## config.mk

```make
export PLATFORM = sky130hd
export DESIGN_NAME = hazard_ctrl
export DESIGN_NICKNAME = d
export VERILOG_FILES = /design/src/rtl/hazard_ctrl.sv
export SDC_FILE = /design/constraint.sdc
export NUM_CORES = 1
export LEC_CHECK = 0
export ABC_AREA = 1
export BUFFER_PORTS_ARGS = -buffer_cell sky130_fd_sc_hd__buf_2
export CAP_MARGIN = 10
export CORE_ASPECT_RATIO = 1.75
export CORE_MARGIN = 1
export CORE_UTILIZATION = 50
export CTS_CLUSTER_SIZE = 30
export DETAILED_ROUTE_END_ITERATION = 12
export HOLD_SLACK_MARGIN = 0.08
export PLACE_DENSITY = 0.72
export SYNTH_ARGS = -nofsm -noshare
export SYNTH_HDL_FRONTEND = slang
export SYNTH_SLANG_ARGS = --single-unit
export TNS_END_PERCENT = 30
```

## constraint.sdc

```tcl
create_clock -name clk -period 1.9 [get_ports clk]
set_clock_uncertainty 0.05 [all_clocks]
set_input_delay 0.19 -clock clk [delete_from_list [all_inputs] [get_ports clk]]
set_output_delay 0.19 -clock clk [all_outputs]
set_load 0.02 [all_outputs]
```

## src/rtl/hazard_ctrl.sv

```systemverilog
// Pipeline hazard controller for the 5-stage CPU: PC / IF/ID / ID/EX enables plus EX forwarding selects.
// Latency: enables are combinational from the current ID fields; fwd_a/fwd_b register on the edge the ID instruction enters EX.
// Backpressure: mem_busy freezes everything, a taken redirect flushes IF/ID and ID/EX, and a load-use hazard stalls exactly one cycle.
//
// Ports:
//   clk, rst                       pipeline clock, synchronous active-high reset
//   id_valid/id_rs/id_rt           ID instruction presence and source register fields
//   id_use_rs/id_use_rt            which of those sources the ID instruction actually reads
//   id_dst/id_regwr/id_mem2reg     ID write target, register-write flag and load flag
//   ex_redirect, mem_busy          taken branch/jump resolved in EX; data memory not ready
//   pc_en, ifid_en, ifid_flush,
//   idex_bubble                    pipeline register controls
//   fwd_a, fwd_b                   EX operand selects (00 regfile, 01 MEM ALU result, 10 WB data)
//   stall_cnt, flush_cnt           saturating load-use stall and redirect counters
module hazard_ctrl #(
  parameter int REG_W = 5,
  parameter int CNT_W = 16
) (
  input  logic             clk,
  input  logic             rst,
  input  logic             id_valid,
  input  logic [REG_W-1:0] id_rs,
  input  logic [REG_W-1:0] id_rt,
  input  logic             id_use_rs,
  input  logic             id_use_rt,
  input  logic [REG_W-1:0] id_dst,
  input  logic             id_regwr,
  input  logic             id_mem2reg,
  input  logic             ex_redirect,
  input  logic             mem_busy,
  output logic             pc_en,
  output logic             ifid_en,
  output logic             ifid_flush,
  output logic             idex_bubble,
  output logic [1:0]       fwd_a,
  output logic [1:0]       fwd_b,
  output logic [CNT_W-1:0] stall_cnt,
  output logic [CNT_W-1:0] flush_cnt
);

  typedef struct packed {
    logic             valid;
    logic [REG_W-1:0] dst;
    logic             regwr;
    logic             mem2reg;
  } slot_t;

  slot_t            ex_q, ex_d, mem_q, mem_d, wb_q, wb_d;
  logic [1:0]       fwd_a_q, fwd_a_d, fwd_b_q, fwd_b_d;
  logic [CNT_W-1:0] stall_cnt_q, stall_cnt_d, flush_cnt_q, flush_cnt_d;
  logic             lu;

  // A slot produces a value for src only if it really writes a nonzero register.
  function automatic logic hits(input slot_t s, input logic [REG_W-1:0] src, input logic use_src);
    return use_src && (src != '0) && s.valid && s.regwr && (s.dst == src);
  endfunction

  // Youngest producer wins. A load in EX cannot forward (its data is not ready
  // yet); that case is caught by the load-use stall instead.
  function automatic logic [1:0] fwd_sel(input slot_t ex, input slot_t mem,
                                         input logic [REG_W-1:0] src, input logic use_src);
    if (hits(ex, src, use_src) && !ex.mem2reg) return 2'b01;
    else if (hits(mem, src, use_src))          return 2'b10;
    else                                       return 2'b00;
  endfunction

  assign lu = id_valid && ex_q.mem2reg &&
              (hits(ex_q, id_rs, id_use_rs) || hits(ex_q, id_rt, id_use_rt));

  always_comb begin
    ex_d        = ex_q;
    mem_d       = mem_q;
    wb_d        = wb_q;
    fwd_a_d     = fwd_a_q;
    fwd_b_d     = fwd_b_q;
    stall_cnt_d = stall_cnt_q;
    flush_cnt_d = flush_cnt_q;
    pc_en       = 1'b1;
    ifid_en     = 1'b1;
    ifid_flush  = 1'b0;
    idex_bubble = 1'b0;

    if (rst) begin
      ex_d        = '0;
      mem_d       = '0;
      wb_d        = '0;
      fwd_a_d     = 2'b00;
      fwd_b_d     = 2'b00;
      stall_cnt_d = '0;
      flush_cnt_d = '0;
      pc_en       = 1'b0;
      ifid_en     = 1'b0;
      ifid_flush  = 1'b1;
      idex_bubble = 1'b1;
    end else if (mem_busy) begin
      pc_en   = 1'b0;
      ifid_en = 1'b0;
    end else if (ex_redirect) begin
      // The redirecting instruction itself still retires, so older slots advance.
      ifid_flush  = 1'b1;
      idex_bubble = 1'b1;
      ex_d        = '0;
      mem_d       = ex_q;
      wb_d        = mem_q;
      fwd_a_d     = 2'b00;
      fwd_b_d     = 2'b00;
      if (flush_cnt_q != {CNT_W{1'b1}}) flush_cnt_d = flush_cnt_q + CNT_W'(1);
    end else if (lu) begin
      pc_en       = 1'b0;
      ifid_en     = 1'b0;
      idex_bubble = 1'b1;
      ex_d        = '0;
      mem_d       = ex_q;
      wb_d        = mem_q;
      fwd_a_d     = 2'b00;
      fwd_b_d     = 2'b00;
      if (stall_cnt_q != {CNT_W{1'b1}}) stall_cnt_d = stall_cnt_q + CNT_W'(1);
    end else begin
      ex_d.valid   = id_valid;
      ex_d.dst     = id_dst;
      ex_d.regwr   = id_regwr;
      ex_d.mem2reg = id_mem2reg;
      mem_d        = ex_q;
      wb_d         = mem_q;
      fwd_a_d      = fwd_sel(ex_q, mem_q, id_rs, id_use_rs);
      fwd_b_d      = fwd_sel(ex_q, mem_q, id_rt, id_use_rt);
    end
  end

  always_ff @(posedge clk) begin
    ex_q        <= ex_d;
    mem_q       <= mem_d;
    wb_q        <= wb_d;
    fwd_a_q     <= fwd_a_d;
    fwd_b_q     <= fwd_b_d;
    stall_cnt_q <= stall_cnt_d;
    flush_cnt_q <= flush_cnt_d;
  end

  assign fwd_a     = fwd_a_q;
  assign fwd_b     = fwd_b_q;
  assign stall_cnt = stall_cnt_q;
  assign flush_cnt = flush_cnt_q;

endmodule

```

* Word level (Yosys, flattened, before mapping)
Index checks and enable logic that the tools add are counted.
** Storage, ports and cells
- Register bits :: 51
- Bits of input ports :: 24
- Output and inout port bits :: 40
- Logic and storage cells :: 66
** Cells by class
- $add $sub $neg :: 2
- Equality and inequality tests :: 6
- Mux-type cells :: 21
- Bitwise operators :: 2
- Reductions and logical operators :: 24
** Operator list (number)
- $add A16 B1 Y16 const B :: 2
- $ne A16 B16 Y1 const B :: 2
- $eq A5 B5 Y1 :: 4
- $logic_and A1 B1 Y1 :: 18
- $mux W2 :: 8
- $mux W8 :: 2
- $mux W1 :: 11
- $reduce_bool A5 Y1 :: 2
- $reduce_and A4 Y1 :: 1
- $reduce_and A3 Y1 :: 1
- $not A1 Y1 :: 2
- $logic_not A1 Y1 :: 1
- $logic_or A1 B1 Y1 :: 1

* Logic depth before layout (Yosys ltp)
- Word-level depth :: 11
- Gate-level depth with buffers :: 12
- Gate-level depth less buffers :: 12

* Worst setup path after synthesis
Ideal clock, no wire load.
- Kind :: reg2reg
- From :: reg stall_cnt_q[0], in the netlist stall_cnt[0]
- To :: reg stall_cnt_q[3], in the netlist stall_cnt[3]
- Library setup time :: 0.113 ns
- Data arrival time :: 1.550 ns
- Required time :: 1.737 ns
- Path slack :: 0.187 ns
- Stages on the path, launching flop included :: 11
- Buffers on the path :: 0
- Period minus slack after synthesis :: 1.713 ns
- Cell sequence :: dfxtp_1 ha_1 nand2_1 nor2_2 nand4_1 nand2_1 or2_2 nor2_4 nand2_1 nand2_1 nor2_1
** On the way
- Cells in the longest elaborated chain, start to end :: 2
- Elaborated cells between the ends (all ways) :: 3
- Classes of those cells :: 1 x add/sub; 1 x eq/ne; 1 x reduce/logical
** RTL lines
- from (decl) :: line 50 : logic [CNT_W-1:0] stall_cnt_q, stall_cnt_d, flush_cnt_q, flush_cnt_d;
- from (signal assigned) :: line 136 : stall_cnt_q <= stall_cnt_d;
- branches (longest 2 deep; another with $add A16 B1 Y16)
Several ways; the timed one is not identified.
A chain may end at the register's enable or synchronous reset.

* Final worst setup path
- From :: reg ex_q[4] (netlist name)
- To :: out idex_bubble
** On the way
- Cells in the longest elaborated chain, start to end :: 8
- Elaborated cells between the ends (all ways) :: 10
- Classes of those cells :: 2 x eq/ne; 4 x mux; 4 x reduce/logical
** RTL lines
- from (decl) :: line 48 : slot_t ex_q, ex_d, mem_q, mem_d, wb_q, wb_d;
- from (signal assigned) :: line 131 : ex_q <= ex_d;
- $eq A5 B5 Y1 :: line 55 : return use_src && (src != '0) && s.valid && s.regwr && (s.dst == src);
- $logic_and A1 B1 Y1 :: line 55
- $logic_or A1 B1 Y1 * :: line 68 : (hits(ex_q, id_rs, id_use_rs) || hits(ex_q, id_rt, id_use_rt));
- $logic_and A1 B1 Y1 * :: line 67 : assign lu = id_valid && ex_q.mem2reg &&
- $mux W1 * :: line 108 : end else if (lu) begin
- $mux W1 * :: line 98 : end else if (ex_redirect) begin
- $mux W1 * :: line 95 : end else if (mem_busy) begin
- $mux W1 * :: line 83 : if (rst) begin
- to (decl) :: line 34 : output logic idex_bubble,
Mark *: on every way between the ends. The rest lies on a longest branch, timed or not.

==> results.cfg <==
[yosys]
synth_area_leaders = dfxtp_1 35%, nand2_1 12%, nor2_1 8.2%
synth.avg_cell_area_um2 = 6.613
synth_compound_area_frac = 0.09247
synth_xor_area_frac = 0.04795
ys_top_cells_by_count = 97 x nand2_1, 64 x nor2_1, 51 x dfxtp_1
synth-simple-area-share = 0.4080
netlist_area_um2 = 2923
ys_seq_elements = 51
yosys.area.top_type = dfxtp_1
synthCells = 442
yosys.cell_types.count = 34
synth_most_common_cell = nand2_1
postSynth.asyncResetShare = 0
ys.flop_type = dfxtp_1
muxShareOfSynthArea = 0
yosysSeqAreaShare = 0.3493
synth_edf_count = 0
synth_warnings = 0
synthesis.nets = 468
synth_top_area_frac = 0.3493
synth-adder-area-share = 0.008562
synth_top_family_by_area = simple AND/OR/NAND/NOR gates

[timing]
setup_viol = 0
slew_headroom = 0.7495
fmax_ghz = 0.5312
tightest_slew_ps = 372.9
min_period_over_period = 0.9908
slew_viol_final = 0
layout_min_cycle_time_ps = 1882
hold_violations = 0
rsz0062_at_grt = true

[placed_design]
port_buffers = 63
dp.cells = 582
hpwl_um = 5489
globalplace.congestion = 0.8558
placed_cell_area_um2 = 3369

[power]
p_sw_frac = 0.2668
sequentialPowerShare = 0.561
p_clk_frac = 0.320
p_int_mw = 1.438
p_comb_frac = 0.118
switching_power_mw = 0.5233
p_leak_nw = 1.596
power_density_nw_per_um2 = 544.9
vdd_drop_max_uv = 447.4

[clocking]
clockBufferDepth = 2
clock-root-buffer = clkbuf_8
cts_tree = built
cts_buffers = 5
clkLatencyLatePin_ps = 310
h-tree-depth = 2
numClockSinks = 51
path_clk_slew_ps = 100

[die]
die_y_um = 103.1
die-area_um2 = 6167
start_util = 0.5233
rows = 36
fp.dieW_um = 59.80
io_pins = 64
fp.coreArea_um2 = 5585

[critical_path]
critPathMostFrequentCell = nand2_1
crit_chain = inv_2 > nand2_1 > nand2_1 > nor3_2 > nand3_2 > nand2_4 > a21oi_2 > o21ai_2 > buf_6
criticalPathCategory = reg2out
slowest_stage = dfxtp_4
cpPeakStageDelay_ps = 380
crit_path_max_fanout = 7
critPathRequiredTime_ps = 1660
end_kind = primary output
worstSetupStartpointType = flop
worstPathArrival_ps = 1640

[drt]
met1_length_um = 2955
num_vias = 3064
top_layer = met4
wl_per_cell_um = 12.20
ant_nets = 0
drtIter0Drc = 111
wirelength_um = 7332
met2_length_um = 3930
wl_met3_um = 273
viasPerCell = 5.098
drc = 0
drtPass1Iterations = 4

[global_route]
overflow = 0
track_usage = 0.2547
grt_max_degree = 21
grt_pass1_wl_um = 12010
grt_pass1_vias = 2807
antenna_found_initial = 0

[finish]
drive_gt1_frac = 0.2667
finalNonFillerCells = 601
fin_nets = 550
fin_area_um2 = 3600
area_growth_pct = 23.16
diodes = 0

[worst_hold_path]
hold_path_class = in2reg

[run_status]
status = complete, no violations

[flow_run]
drv_cap = 0
[worst max-delay path, delay by kind of cell (launching register included)]
kind                   cells  cell delay, ps
AO/OA/AOI/OAI              2             200
flip-flops                 1             380
AND/OR/NAND/NOR            5             570
buffers and inverters      2             170
[power by group through the flow]
| stage | Clock [mW] | Combinational (mW) | Sequential, mW |
|---|---|---|---|
| floorplan | 0 | 0.128 | 1.13 |
| global placement | 0 | 0.209 | 1.12 |
| detailed placement | 0 | 0.213 | 1.13 |
| CTS | 0.642 | 0.220 | 1.10 |
| global route | 0.674 | 0.258 | 1.10 |
| finish | 0.628 | 0.232 | 1.10 |
[cells in the final DEF (no fill, tap or decap), types with 3 or more instances in the layout]
cell type,n
inv_2,7
a21oi_2,3
buf_4,22
dfxtp_1,43
buf_6,3
nor3_1,9
nor2_2,8
nand3_2,5
nand3_1,34
nand2_2,3
o21ai_0,16
nand2_1,95
nand2_4,3
nor3_2,5
buf_2,60
clkbuf_8,5
xnor2_1,5
a21oi_1,31
dfxtp_2,7
xor2_1,11
inv_1,47
o21ai_1,3
nor2_1,64
nand4_1,16
[kinds of logic after synthesis]
family / Yosys count
xor gates and xnor gates: 16
AOI/OAI and AO/OA: 54
buffers and inverters: 68
adders and majority gates: 2
and+or+nand+nor: 251
DFF: 51
[worst paths after layout]
path / start / to / slack (ps) / cells past startpoint
max: ex_q[4] / idex_bubble / 20 / 9
min: id_dst[2] / ex_q[4] / 90 / 3
max reg2reg: ex_q[4] / stall_cnt[9] / 130 / 13
min reg2reg: fwd_b[0] / fwd_b[0] / 420 / 2
[cell type report]
| cell class | instances | area (um^2) |
|---|---|---|
| tap | 76 | 95.09 |
| inverter | 56 | 212.7 |
| fill | 571 | 1986 |
| multi-input combinational | 323 | 1658 |
| clock buffer | 7 | 76.32 |
| timing repair buffer | 87 | 519.2 |
| clock inverter | 1 | 5.005 |
| sequential | 51 | 1033 |
[stage by stage]
step	power [mW]	hold slack [ps]	setup TNS, ps	util	setup slack (ps)
floorplan	1.255	300.0	0	-	186.7
global placement	1.333	405.0	0	0.6033	234.2
detailed placement	1.338	405.1	0	0.6033	176.2
CTS	1.963	82.03	-44.26	0.6288	-21.21
global route	2.036	91.58	-381.4	0.6445	-106.6
finish	1.961	85.70	0	0.6445	17.53
[what timing repair did]
action	in CTS	in global routing
gates resized for setup	10	16
pin swaps	4	10
hold endpoints to repair	2	0
setup buffers	3	6
setup endpoints to repair	3	9
hold buffers	2	0
[metal layers]
metal | up-vias | track usage
li1 | 1580 | -
met1 | 1408 | 0.2685
met2 | 62 | 0.4667
met3 | 14 | 0.05270
met4 | 0 | 0.1181
met5 | - | 0
[flip-flops by register name, summed over array words and instances (netlist names)]
signal	flops
flush_cnt	16
stall_cnt	16
ex_q	8
mem_q	7
fwd_a	2
fwd_b	2
(Power assumes the default switching activity.)
